**config.mk**
```make
export PLATFORM = sky130hd
export DESIGN_NAME = ysyx_25020037_lsu
export DESIGN_NICKNAME = d
export VERILOG_FILES = /design/src/rtl/ysyx_25020037_lsu.sv
export SDC_FILE = /design/constraint.sdc
export NUM_CORES = 1
export LEC_CHECK = 0
export BUFFER_PORTS_ARGS = -buffer_cell sky130_fd_sc_hd__buf_2
export CORE_ASPECT_RATIO = 1.4
export CORE_MARGIN = 2
export CORE_UTILIZATION = 40
export DETAILED_ROUTE_END_ITERATION = 10
export PLACE_DENSITY = 0.68
export SLEW_MARGIN = 20
export SYNTH_ARGS = -nofsm -noshare
export SYNTH_HDL_FRONTEND = slang
export SYNTH_SLANG_ARGS = --single-unit
```
**constraint.sdc**
```tcl
create_clock -name clk -period 4.4 [get_ports clk]
set_input_delay 0 -clock clk [delete_from_list [all_inputs] [get_ports clk]]
set_output_delay 0 -clock clk [all_outputs]
set_load 0.005 [all_outputs]
```
**src/rtl/ysyx_25020037_lsu.sv**
```systemverilog
// Load/store stage: accepts one op from execute, issues at most one word-aligned
// memory request, and presents an extended (or faulted) write-back record.
module ysyx_25020037_lsu #(
  parameter int unsigned ADDR_W = 32,
  parameter int unsigned DATA_W = 32
) (
  input  logic              clk,
  input  logic              rst,
  input  logic              exu_valid,
  output logic              lsu_ready,
  input  logic              is_read,
  input  logic              is_write,
  input  logic [1:0]        mem_size,
  input  logic              load_unsigned,
  input  logic [ADDR_W-1:0] addr,
  input  logic [DATA_W-1:0] wdata,
  input  logic [3:0]        rd,
  input  logic              gpr_we,
  output logic              mem_req_valid,
  input  logic              mem_req_ready,
  output logic [ADDR_W-1:0] mem_addr,
  output logic              mem_wen,
  output logic [DATA_W-1:0] mem_wdata,
  output logic [3:0]        mem_wstrb,
  input  logic              mem_resp_valid,
  input  logic [DATA_W-1:0] mem_rdata,
  input  logic              mem_resp_err,
  output logic              lsu_valid,
  input  logic              wbu_ready,
  output logic [3:0]        lsu_rd,
  output logic              lsu_gpr_we,
  output logic [DATA_W-1:0] rdata_processed,
  output logic              lsu_fault
);

  localparam logic [1:0] S_IDLE = 2'd0;
  localparam logic [1:0] S_REQ  = 2'd1;
  localparam logic [1:0] S_WAIT = 2'd2;
  localparam logic [1:0] S_DONE = 2'd3;

  logic [1:0] state;
  logic [1:0] state_nxt;

  logic       accept;
  logic [1:0] off;
  logic       size_byte;
  logic       size_half;
  logic       is_store;
  logic       is_mem;
  logic       misaligned;
  logic [1:0] accept_tgt;

  logic [3:0]        st_strb;
  logic [DATA_W-1:0] st_data;

  logic [1:0]        off_q;
  logic              byte_q;
  logic              half_q;
  logic              uns_q;
  logic [7:0]        ld_byte;
  logic [15:0]       ld_half;
  logic [DATA_W-1:0] ld_ext;

  // Decode of the offered instruction; size 11 falls through to word.
  always_comb begin
    off        = addr[1:0];
    size_byte  = (mem_size == 2'b00);
    size_half  = (mem_size == 2'b01);
    is_store   = is_write;
    is_mem     = is_read | is_write;
    misaligned = is_mem & ((size_half & off[0]) |
                           (!size_byte && !size_half && (off != 2'b00)));
    accept_tgt = (is_mem && !misaligned) ? S_REQ : S_DONE;
  end

  // Byte-lane placement of store data.
  always_comb begin
    st_strb = 4'b1111;
    st_data = wdata;
    if (size_byte) begin
      st_strb = 4'b0001 << off;
      st_data = {4{wdata[7:0]}};
    end else if (size_half) begin
      st_strb = 4'b0011 << off;
      st_data = {2{wdata[15:0]}};
    end
  end

  // Load extraction uses the offset/size captured at accept time.
  always_comb begin
    ld_byte = mem_rdata[7:0];
    case (off_q)
      2'd1:    ld_byte = mem_rdata[15:8];
      2'd2:    ld_byte = mem_rdata[23:16];
      2'd3:    ld_byte = mem_rdata[31:24];
      default: ld_byte = mem_rdata[7:0];
    endcase
    ld_half = off_q[1] ? mem_rdata[31:16] : mem_rdata[15:0];
    ld_ext  = mem_rdata;
    if (byte_q) begin
      ld_ext = uns_q ? {24'd0, ld_byte} : {{24{ld_byte[7]}}, ld_byte};
    end else if (half_q) begin
      ld_ext = uns_q ? {16'd0, ld_half} : {{16{ld_half[15]}}, ld_half};
    end
  end

  always_ff @(posedge clk or negedge rst) begin
    if (!rst) begin
      state <= S_IDLE;
    end else begin
      state <= state_nxt;
    end
  end

  // Next state and handshake decodes; accept in DONE overrides the drop to IDLE.
  always_comb begin
    state_nxt     = state;
    lsu_ready     = 1'b0;
    mem_req_valid = 1'b0;
    lsu_valid     = 1'b0;
    accept        = 1'b0;
    case (state)
      S_IDLE: lsu_ready = 1'b1;
      S_REQ:  mem_req_valid = 1'b1;
      S_WAIT: ;
      S_DONE: begin
        lsu_valid = 1'b1;
        lsu_ready = wbu_ready;
      end
      default: ;
    endcase
    accept = exu_valid & lsu_ready;
    case (state)
      S_IDLE: if (accept) state_nxt = accept_tgt;
      S_REQ:  if (mem_req_ready) state_nxt = S_WAIT;
      S_WAIT: if (mem_resp_valid) state_nxt = S_DONE;
      S_DONE: begin
        if (accept) begin
          state_nxt = accept_tgt;
        end else if (wbu_ready) begin
          state_nxt = S_IDLE;
        end
      end
      default: state_nxt = S_IDLE;
    endcase
  end

  // Request fields and write-back record; only touched on accept or on the response.
  always_ff @(posedge clk or negedge rst) begin
    if (!rst) begin
      mem_addr        <= '0;
      mem_wen         <= 1'b0;
      mem_wdata       <= '0;
      mem_wstrb       <= 4'b0000;
      off_q           <= 2'b00;
      byte_q          <= 1'b0;
      half_q          <= 1'b0;
      uns_q           <= 1'b0;
      lsu_rd          <= 4'd0;
      lsu_gpr_we      <= 1'b0;
      rdata_processed <= '0;
      lsu_fault       <= 1'b0;
    end else if (accept) begin
      mem_addr  <= {addr[ADDR_W-1:2], 2'b00};
      mem_wen   <= is_store;
      mem_wdata <= is_store ? st_data : '0;
      mem_wstrb <= is_store ? st_strb : 4'b0000;
      off_q     <= off;
      byte_q    <= size_byte;
      half_q    <= size_half;
      uns_q     <= load_unsigned;
      lsu_rd    <= rd;
      if (!is_mem) begin
        lsu_gpr_we      <= gpr_we;
        rdata_processed <= DATA_W'(addr);
        lsu_fault       <= 1'b0;
      end else if (misaligned) begin
        lsu_gpr_we      <= 1'b0;
        rdata_processed <= '0;
        lsu_fault       <= 1'b1;
      end else begin
        lsu_gpr_we      <= gpr_we & ~is_store;
        rdata_processed <= '0;
        lsu_fault       <= 1'b0;
      end
    end else if ((state == S_WAIT) && mem_resp_valid) begin
      if (mem_resp_err) begin
        lsu_gpr_we      <= 1'b0;
        rdata_processed <= '0;
        lsu_fault       <= 1'b1;
      end else if (!mem_wen) begin
        rdata_processed <= ld_ext;
      end
    end
  end

endmodule
```
==> results of run 1 <==
==> sequential cells by signal, summed over array words and instances, names as in the netlist <==
signal	count
mem_wdata	32
mem_wstrb	4
rdata_processed	32
lsu_fault	1
lsu_gpr_we	1
mem_addr	30
state	2
uns_q	1
byte_q	1
mem_wen	1
lsu_rd	4
half_q	1
off_q	2
==> cells in the mapped netlist (16+ instances only) <==
cell type,instances,share of area
a21oi_1,21,0.018
a22oi_1,31,0.040
a2bb2oi_1,24,0.036
buf_2,19,0.016
clkbuf_1,20,0.013
dfrtp_1,112,0.49
inv_1,23,0.015
mux2_2,27,0.053
mux2i_1,17,0.029
nand2_1,171,0.11
o21ai_0,45,0.039
o22ai_1,16,0.017
==> power by group <==
group          total [uW]  switching (uW)  internal, uW
clock                 848             398           451
sequential           1800             317          1480
combinational        2030            1070           965
total                4680            1780          2890
==> through the flow <==
step                      power (uW)  cells  hold WS, ps
after CTS                       4712   1049        2.681
final                           4675   1049        11.76
after global routing            5018   1049        22.69
after global placement          3777    980        196.5
after floorplan                 2964    611       -295.6
after detailed placement        3815    980        201.0
==> layout make-up <==
type | instances | area [um2] | area share
clock buffers | 9 | 225.2 | 0.02880
clock inverters | 6 | 77.57 | 0.009918
inverters | 23 | 86.33 | 0.01104
multi-input cells | 429 | 2696 | 0.3447
flip-flops and latches | 112 | 2803 | 0.3583
well taps | 189 | 236.5 | 0.03024
repair buffers | 281 | 1697 | 0.2169
==> metal layers <==
metal / track usage / up-vias / share of wire
li1: - / 2606 / -
met1: 0.2983 / 2608 / 0.39
met2: 0.4232 / 257 / 0.51
met3: 0.04866 / 25 / 0.070
met4: 0.08882 / 0 / 0.027
met5: 0 / - / 0
==> critical path: cells and delay by family, from the launching register on <==
family / cells / cell delay [ps]
flip-flops: 1 / 400
adder cells (fa/ha/maj): 1 / 320
AND/OR/NAND/NOR: 2 / 570
buffers and inverters: 2 / 540
multiplexers: 1 / 290
AO/OA/AOI/OAI: 1 / 190
==> final timing paths <==
kind                                           from                              to  slack [ps]
max                            state[0]$_DFFE_PN0P_            state[1]$_DFFE_PN0P_        1940
min                                         addr[0]  rdata_processed[0]$_DFFE_PN0P_          10
max reg2reg                    state[0]$_DFFE_PN0P_            state[1]$_DFFE_PN0P_        1940
min reg2reg                mem_addr[26]$_DFFE_PN0P_        mem_addr[26]$_DFFE_PN0P_         470
max in group asynchronous                       rst  rdata_processed[7]$_DFFE_PN0P_        2990
min in group asynchronous                       rst        mem_addr[11]$_DFFE_PN0P_         340
==> kinds of logic after synthesis <==
group,count (synthesis),synth area share
fa+ha+maj,8,0.01733
other cells,1,0.0006493
flops,112,0.4853
simple gates,210,0.1467
compound gates,157,0.1846
mux,52,0.1133
buf+inv,70,0.05221
==> placed cells by master (no fill, tap or decap), drive strengths merged, types with 9 or more instances in the layout <==
cell,n
inv,26
buf,227
mux2,27
dlygate4sd3,54
clkbuf,9
dfrtp,112
nand2,171
a2bb2oi,24
mux2i,17
o21ai,45
o22ai,16
a21oi,21
nor2,15
a22oi,32
==> repair_timing <==
| item | 4_1_cts | 5_1_grt |
|---|---|---|
| hold buffers | 54 | 0 |
| setup buffers | 0 | 0 |
| endpoints found under the hold margin | 146 | 0 |
==> run summary, run 1 <==
Place WS = 1945 ps
Clk_lat worst skew = 340 ps
Vias = 5496
Clock Skew = 8.690 ps
First-pass GRT wire length = 29.62 mm
Clock buffer depth = 2
CTS Sinks = 112
Final WL = 18.80 mm
Crit-path max cell delay = 440 ps
Share of the yosys chip area belonging to registers = 0.4853
Routed wire per std cell = 17.92 um
Row Count = 52
Worst Setup End Kind = flip-flop
Vias/cell = 5.239
Post-Syn Area per Cell = 9.468 um2
Syn-to-layout area delta = 35.42%
Drt pass-1 iters = 4
Die area = 15430 um2
WS Path Type = flip-flop to flip-flop
Final period util = 0.5591
Worst Max-Slew Pin Slew = 974.7 ps
Die height = 146.2 um
Highest clock rate = 406.5 MHz
Core area = 14310 um2
Data required, critical path = 4640 ps
Hold path depth = 3
Critical path arrival = 2700 ps
I/O Pins = 223
Post-layout minimum cycle time = 2460 ps
Initial antenna violation count = 0
Initial core utilization = 0.4035
Hold Crit Class = input port to flip-flop
Routability cong. = 0.8784
Final-report setup violation count = 0
EDFF count, synth = 0
Max_cap viols = 0
Port bufs = 220
Reg2reg path depth = 7
Vias in the first global route = 5484
Critical-path top delay cell = buf_4
HPWL after DPL = 13.27 mm
Max Slew Vio Count = 0
Placed instance area = 6978 um2
Max VDD drop = 0.3958 mV
Power per cell area = 597.8 nW/um2
Unrepaired setup endpoints after global routing = false
Post-cts sizing count = 0
Register bit count reported by yosys = 112
Mapped Cells = 610
Setup TNS = 0 ps
1st-iter DRT viols = 202
Slew Limit Headroom = 0.3502
Leak = 0.004023 uW
Ys Warns = 0
TritonCTS clock tree = built
Share of layout cells above drive strength 1 = 0.3314
Worst Setup Start Kind = flip-flop
Root Driver = clkbuf_16
Fin util = 0.5464
Worst-path fanout max = 36
FFs w/ async S/R, synth = 1.000
Final hold vios = 0
DRC = 0
Diodes inserted = 0
Fin worst setup slack = 1940 ps
Prevailing post-synth register cell = dfrtp_1
Grt ovf = 0
Reg clk slew, reported paths = 80 ps
Cells along the critical path = inv_1 -> ha_1 -> nand2b_1 -> nor2_4 -> buf_4 -> o211ai_1 -> mux2_2
Number of CTS-inserted buffers = 9
Status = completed
Fill cell count = 1349
Nets@finish = 977
Post-layout instance area = 7821 um2
Library cells used by synthesis = 39
ANT nets after route = 0
Die width = 105.6 um
Synth Cell Area = 5776 um2
GR Util All Layers = 0.2435
H-tree levels = 3
Largest net degree at the start of global routing = 98
Note: power is estimated with default switching activity, not from simulation.
==> run 2: changes to the inputs <==
ABC_AREA = 1   (was not set)
PLACE_DENSITY = 0.7   (was 0.68)
clock period = 2.06 ns   (was 4.4 ns; I/O delays follow)
==> run summary, run 2 <==
Hold Path Sink = off_q[1]$_DFFE_PN0P_ (was rdata_processed[0]$_DFFE_PN0P_)
Reg2reg path depth = 9 (was 7)
Clock Skew = 7.479 ps (was 8.690 ps)
Hold Crit Class = input port to flip-flop (unchanged)
Power per cell area = 1287 nW/um2 (was 597.8 nW/um2)
Die area = 16030 um2 (was 15430 um2)
Total Power = 10720 uW (was 4675 uW)
WS Path Type = flip-flop to flip-flop (unchanged)
Share of the yosys chip area belonging to registers = 0.4665 (was 0.4853)
Final-report setup violation count = 0 (unchanged)
Max_cap viols = 0 (unchanged)
Post-Syn Area per Cell = 7.221 um2 (was 9.468 um2)
Worst R2R End = rdata_processed[25]$_DFFE_PN0P_ (was state[1]$_DFFE_PN0P_)
Reg clk slew, reported paths = 80 ps (about the same)
Setup TNS = 0 ps (unchanged)
Number of CTS-inserted buffers = 9 (unchanged)
TritonCTS clock tree = built (unchanged)
Highest Signal Layer = met4 (unchanged)
Post-Place Cells = 1218 (was 980)
Syn-to-layout area delta = 38.65% (was 35.42%)
Vias = 6435 (was 5496)
Met3 Wirelength = 1.306 mm (was 1.320 mm)
GR Util All Layers = 0.2452 (was 0.2435)
Ys Warns = 0 (unchanged)
Prevailing post-synth register cell = dfrtp_1 (unchanged)
Drt pass-1 iters = 5 (was 4)
Register bit count reported by yosys = 112 (unchanged)
Unrepaired setup endpoints after global routing = false (unchanged)
FFs w/ async S/R, synth = 1.000 (unchanged)
Worst Max-Slew Pin Slew = 590.9 ps (was 974.7 ps)
Place WS = 143.1 ps (was 1945 ps)
Yosys top cell area share = 0.4665 (was 0.4853)
Met2 wire len = 10.25 mm (was 9.586 mm)
1st-iter DRT viols = 361 (was 202)
Vias/cell = 4.946 (was 5.239)
Vias in the first global route = 6253 (was 5484)
HPWL after DPL = 14.00 mm (was 13.27 mm)
Die width = 107.6 um (was 105.6 um)
Largest cells by area after synthesis = dfrtp_1 47%, nand2_1 18%, o21ai_0 8.2% (was dfrtp_1 49%, nand2_1 11%, mux2_2 5.3%)
Mapped Cells = 832 (was 610)
Largest net degree at the start of global routing = 85 (was 98)
Data required, critical path = 2340 ps (was 4640 ps)
Library cells used by synthesis = 26 (was 39)
Row Count = 53 (was 52)
Initial core utilization = 0.4045 (was 0.4035)
Core area = 14850 um2 (was 14310 um2)
Worst Setup End Kind = flip-flop (unchanged)
Port bufs = 220 (unchanged)
Worst Setup Start Kind = flip-flop (unchanged)
Hold path start = addr[1] (was addr[0])
Max Slew Vio Count = 0 (unchanged)
Most numerous cell in the Yosys netlist = nand2_1 (unchanged)
Critical R2R Launch = state[1]$_DFFE_PN0P_ (was state[0]$_DFFE_PN0P_)
Most frequent cells in the layout = 288 x nand2_1, 219 x buf_2, 112 x dfrtp_1 (was 219 x buf_2, 170 x nand2_1, 112 x dfrtp_1)
Root Driver = clkbuf_16 (unchanged)
Final WL = 19.84 mm (was 18.80 mm)
Final hold vios = 0 (unchanged)
ANT nets after route = 0 (unchanged)
Met1 Wirelength = 7.604 mm (was 7.384 mm)
Fin worst setup slack = 207.9 ps (was 1940 ps)
Share of layout cells above drive strength 1 = 0.2480 (was 0.3314)
First-pass GRT wire length = 30.86 mm (was 29.62 mm)
Leak = 0.004594 uW (was 0.004023 uW)
Grt ovf = 0 (unchanged)
DRC = 0 (unchanged)
Clock buffer depth = 2 (unchanged)
Hold path depth = 3 (unchanged)
Worst-path fanout max = 84 (was 36)
Routed wire per std cell = 15.25 um (was 17.92 um)
Status = completed (unchanged)
Post-route insts no fill = 1301 (was 1049)
Diodes inserted = 0 (unchanged)
Post-synth top cells = 288 x nand2_1, 112 x dfrtp_1, 98 x o21ai_0 (was 171 x nand2_1, 112 x dfrtp_1, 45 x o21ai_0)
Synth Cell Area = 6008 um2 (was 5776 um2)
Post-layout minimum cycle time = 1852 ps (was 2460 ps)
Routability cong. = 0.9370 (was 0.8784)
Max VDD drop = 0.7194 mV (was 0.3958 mV)
Final period util = 0.8991 (was 0.5591)
I/O Pins = 223 (unchanged)
Highest clock rate = 539.9 MHz (was 406.5 MHz)
CTS Sinks = 112 (unchanged)
H-tree levels = 3 (unchanged)
Most common cell after layout, fill and taps aside = nand2_1 (was buf_2)
Top flop regs = mem_wdata x32, rdata_processed x32, mem_addr x30 (unchanged)
Slew Limit Headroom = 0.6057 (was 0.3502)
Die height = 149.0 um (was 146.2 um)
Initial antenna violation count = 0 (unchanged)
R2R Setup Slk = 210 ps (was 1940 ps)
Top cell type by total area after synthesis = dfrtp_1 (unchanged)
Nets@finish = 1225 (was 977)
EDFF count, synth = 0 (unchanged)
Clk_lat worst skew = 350 ps (was 340 ps)
Critical path arrival = 2130 ps (was 2700 ps)
Fin util = 0.5608 (was 0.5464)
## run 2: cell types whose count changed after synthesis, moves of 18 or more
cell / change
nand2_1: +117
nor2_1: +71
o21ai_0: +53
inv_1: +51
a21oi_1: +33
a22oi_1: -30
mux2_2: -27
a2bb2oi_1: -24
nand3_1: +18
## run 2: report_power, final
group / switching [uW] / internal (uW)
Clock: 911 / 862
Combinational: 3070 / 2120
Sequential: 549 / 3210
Total: 4530 / 6190
## run 2: worst max-delay path by stage
stage          slack (ps)                 start                              end  depth (start not counted)
2_1_floorplan         440  state[0]$_DFFE_PN0P_  rdata_processed[13]$_DFFE_PN0P_                          9
3_3_place_gp          220  state[0]$_DFFE_PN0P_                uns_q$_DFFE_PN0P_                          7
3_5_place_dp          140  state[0]$_DFFE_PN0P_                uns_q$_DFFE_PN0P_                          7
4_1_cts               120  state[0]$_DFFE_PN0P_                uns_q$_DFFE_PN0P_                          7
5_1_grt                60  state[1]$_DFFE_PN0P_  rdata_processed[17]$_DFFE_PN0P_                          9
6_report              210  state[1]$_DFFE_PN0P_  rdata_processed[25]$_DFFE_PN0P_                          9
## run 2: critical path, stage by stage, from the launching register on
cell	delay (ps)
dfrtp_1	410
inv_1	110
ha_1	220
inv_2	60
nand2_2	90
nand3_4	130
buf_12	220
o21ai_0	220
inv_1	80
a21oi_2	130
## run 2: timing repair
item | in CTS | in global routing
endpoints found under the hold margin | 101 | 0
buffers inserted | 0 | 0
endpoints found under the setup margin | 0 | 2
hold buffers | 67 | 0
resized for setup | 0 | 2
## run 2: cell families after synthesis
| kind of cell | Yosys count | share of synthesized area |
|---|---|---|
| AND/OR/NAND/NOR | 411 | 0.2699 |
| AO/OA/AOI/OAI | 178 | 0.1612 |
| buffers and inverters | 122 | 0.08517 |
| flip-flops | 112 | 0.4665 |
| adder cells (fa/ha/maj) | 8 | 0.01666 |
| other | 1 | 0.0006241 |
## run 2: layer usage
metal | up-vias | track usage
li1 | 3170 | -
met1 | 2963 | 0.2859
met2 | 264 | 0.4406
met3 | 38 | 0.04543
met4 | 0 | 0.09551
met5 | - | 0
## run 2: stage by stage
step | cell area (um2) | hold WS, ps
after CTS | 8325 | 1.159
after detailed placement | 7355 | 25.03
after global placement | 7355 | 25.50
after floorplan | 6012 | -295.6
after global routing | 8330 | 10.06
final | 8330 | 14.25
## run 2: layout make-up
class                   count  area [um2]
well taps                 192       240.2
multi-input cells         599        2705
fillers                  1420        6524
clock inverters             7       75.07
flip-flops and latches    112        2803
inverters                  76       286.5
clock buffers               9       225.2
repair buffers            306        1996
==> run 3: changes to the inputs <==
BUFFER_PORTS_ARGS = -buffer_cell sky130_fd_sc_hd__clkbuf_2   (was -buffer_cell sky130_fd_sc_hd__buf_2)
CORE_ASPECT_RATIO = 1.1   (was 1.4)
==> run summary, run 3 (synthesized netlist as in run 2, its figures left out) <==
Status = completed (unchanged)
Power per cell area = 1284 nW/um2 (was 1287 nW/um2)
Final hold vios = 0 (unchanged)
Max Slew Vio Count = 0 (unchanged)
GR Util All Layers = 0.2397 (was 0.2452)
Nets@finish = 1233 (was 1225)
Final period util = 0.9297 (was 0.8991)
Port bufs = 220 (unchanged)
Die height = 132.5 um (was 149.0 um)
Worst R2R End = mem_wdata[27]$_DFFE_PN0P_ (was rdata_processed[25]$_DFFE_PN0P_)
Setup TNS = 0 ps (unchanged)
Post-layout instance area = 8396 um2 (was 8330 um2)
Highest clock rate = 522.1 MHz (was 539.9 MHz)
Routed wire per std cell = 14.94 um (was 15.25 um)
Reg clk slew, reported paths = 80 ps (about the same)
Die area = 16020 um2 (was 16030 um2)
Fin worst setup slack = 144.8 ps (was 207.9 ps)
Syn-to-layout area delta = 39.73% (was 38.65%)
Initial core utilization = 0.4126 (was 0.4045)
Grt ovf = 0 (unchanged)
Final-report setup violation count = 0 (unchanged)
Top flop regs = mem_wdata x32, rdata_processed x32, mem_addr x30 (unchanged)
Vias = 6544 (was 6435)
ANT nets after route = 0 (unchanged)
Clock buffer depth = 2 (unchanged)
Clk pwr share = 0.166 (was 0.165)
TritonCTS clock tree = built (unchanged)
Row Count = 46 (was 53)
Diodes inserted = 0 (unchanged)
Critical path arrival = 2180 ps (was 2130 ps)
Max VDD drop = 0.5781 mV (was 0.7194 mV)
Worst Setup Start Kind = flip-flop (unchanged)
Setup crit start = state[0]$_DFFE_PN0P_ (was state[1]$_DFFE_PN0P_)
Slew Limit Headroom = 0.6508 (was 0.6057)
Placed instance area = 7335 um2 (was 7355 um2)
Core area = 14560 um2 (was 14850 um2)
Most common cell after layout, fill and taps aside = nand2_1 (unchanged)
Net Sw Power = 4468 uW (was 4534 uW)
WS Path Type = flip-flop to flip-flop (unchanged)
Leak = 0.004615 uW (was 0.004594 uW)
Data required, critical path = 2320 ps (was 2340 ps)
Vias/cell = 4.999 (was 4.946)
DRC = 0 (unchanged)
Largest net degree at the start of global routing = 68 (was 85)
Root Driver = clkbuf_16 (unchanged)
Most frequent cells in the layout = 288 x nand2_1, 219 x clkbuf_2, 112 x dfrtp_1 (was 288 x nand2_1, 219 x buf_2, 112 x dfrtp_1)
Initial antenna violation count = 0 (unchanged)
Combinational Power Share = 0.481 (was 0.484)
Post-layout minimum cycle time = 1915 ps (was 1852 ps)
Crit path capture = mem_wdata[27]$_DFFE_PN0P_ (was rdata_processed[25]$_DFFE_PN0P_)
Critical-path top delay cell = dfrtp_1 (unchanged)
Final WL = 19.56 mm (was 19.84 mm)
Place WS = 168.4 ps (was 143.1 ps)
Hold Crit Class = input port to flip-flop (unchanged)
Hold_ws = 4.295 ps (was 14.25 ps)
Die width = 120.9 um (was 107.6 um)
Drt pass-1 iters = 6 (was 5)
1st-iter DRT viols = 471 (was 361)
Share of layout cells above drive strength 1 = 0.2435 (was 0.2480)
Reg2reg path depth = 8 (was 9)
R2R Setup Slk = 140 ps (was 210 ps)
Int Pwr = 6309 uW (was 6189 uW)
Vias in the first global route = 6077 (was 6253)
Number of CTS-inserted buffers = 9 (unchanged)
I/O Pins = 223 (unchanged)
Fin util = 0.5766 (was 0.5608)
Worst Max-Slew Pin Slew = 523.9 ps (was 590.9 ps)
Worst Setup End Kind = flip-flop (unchanged)
CTS Sinks = 112 (unchanged)
Worst-path fanout max = 37 (was 84)
Unrepaired setup endpoints after global routing = false (unchanged)
Clock Skew = 12.08 ps (was 7.479 ps)
First-pass GRT wire length = 30.63 mm (was 30.86 mm)
Post-CTS setup buffers = 0 (unchanged)
Cells along the critical path = inv_1 -> ha_1 -> inv_1 -> nand3_4 -> inv_2 -> nand2_2 -> buf_12 -> o21ai_0 (was inv_1 -> ha_1 -> inv_2 -> nand2_2 -> nand3_4 -> buf_12 -> o21ai_0 -> inv_1 -> a21oi_2)
Clk_lat worst skew = 350 ps (about the same)
Critical R2R Launch = state[0]$_DFFE_PN0P_ (was state[1]$_DFFE_PN0P_)
Sequential power share = 0.353 (was 0.350)
Max_cap viols = 0 (unchanged)
Routability cong. = 0.8996 (was 0.9370)
H-tree levels = 3 (unchanged)
Crit-path max cell delay = 390 ps (was 410 ps)
Hold path start = wdata[8] (was addr[1])
Most used cell, CP = inv_1 (unchanged)
HPWL after DPL = 13.78 mm (was 14.00 mm)
Switching share of power = 0.4146 (was 0.4228)
## run 3: power groups by stage
stage | sequential [uW] | clock (uW) | combinational [uW]
6_report | 3800 | 1790 | 5180
5_1_grt | 3920 | 1920 | 5820
4_1_cts | 3800 | 1840 | 5190
3_5_place_dp | 3830 | 0 | 5070
3_3_place_gp | 3800 | 0 | 4950
2_1_floorplan | 3840 | 0 | 2970
## run 3: how the worst min path moves through the flow
stage | to | slack (ps) | cells past startpoint
3_3_place_gp | rdata_processed[8]$_DFFE_PN0P_ | 8 | 1
2_1_floorplan | byte_q$_DFFE_PN0P_ | -300 | 0
5_1_grt | mem_wdata[8]$_DFFE_PN0P_ | 5 | 3
6_report | mem_wdata[8]$_DFFE_PN0P_ | 4 | 3
3_5_place_dp | mem_addr[7]$_DFFE_PN0P_ | 10 | 1
4_1_cts | mem_wdata[8]$_DFFE_PN0P_ | 1 | 3
## run 3: critical path, delay by kind of cell, from the launching register on
family | cells | cell delay, ps
AOI/OAI and AO/OA | 1 | 200
adders and majority gates | 1 | 300
buffers and inverters | 4 | 670
DFF | 1 | 390
and+or+nand+nor | 2 | 240
## run 3: timing repair
item,CTS,global route
hold endpoints to repair,115,0
endpoints found under the setup margin,0,0
resized for setup,0,0
hold buffers,76,0
## run 3: through the flow
step                      std cells  total power (uW)
after floorplan                 833              6804
after global placement         1217              8754
after detailed placement       1217              8894
after CTS                      1309             10830
after global routing           1309             11660
final                          1309             10780
## run 3: per-layer routing
layer,GRT usage,part of all wire
met1,0.3026,0.41
met2,0.3954,0.48
met3,0.05172,0.078
met4,0.1014,0.031
met5,0,0
## run 3: area by class of cell
| type | count | area, um2 |
|---|---|---|
| Clock buffer | 12 | 246.5 |
| Clock inverter | 4 | 53.80 |
| Fill cell | 1340 | 6166 |
| Inverter | 76 | 285.3 |
| Multi-Input combinational cell | 599 | 2705 |
| Sequential cell | 112 | 2803 |
| Tap cell | 192 | 240.2 |
| Timing Repair Buffer | 314 | 2062 |
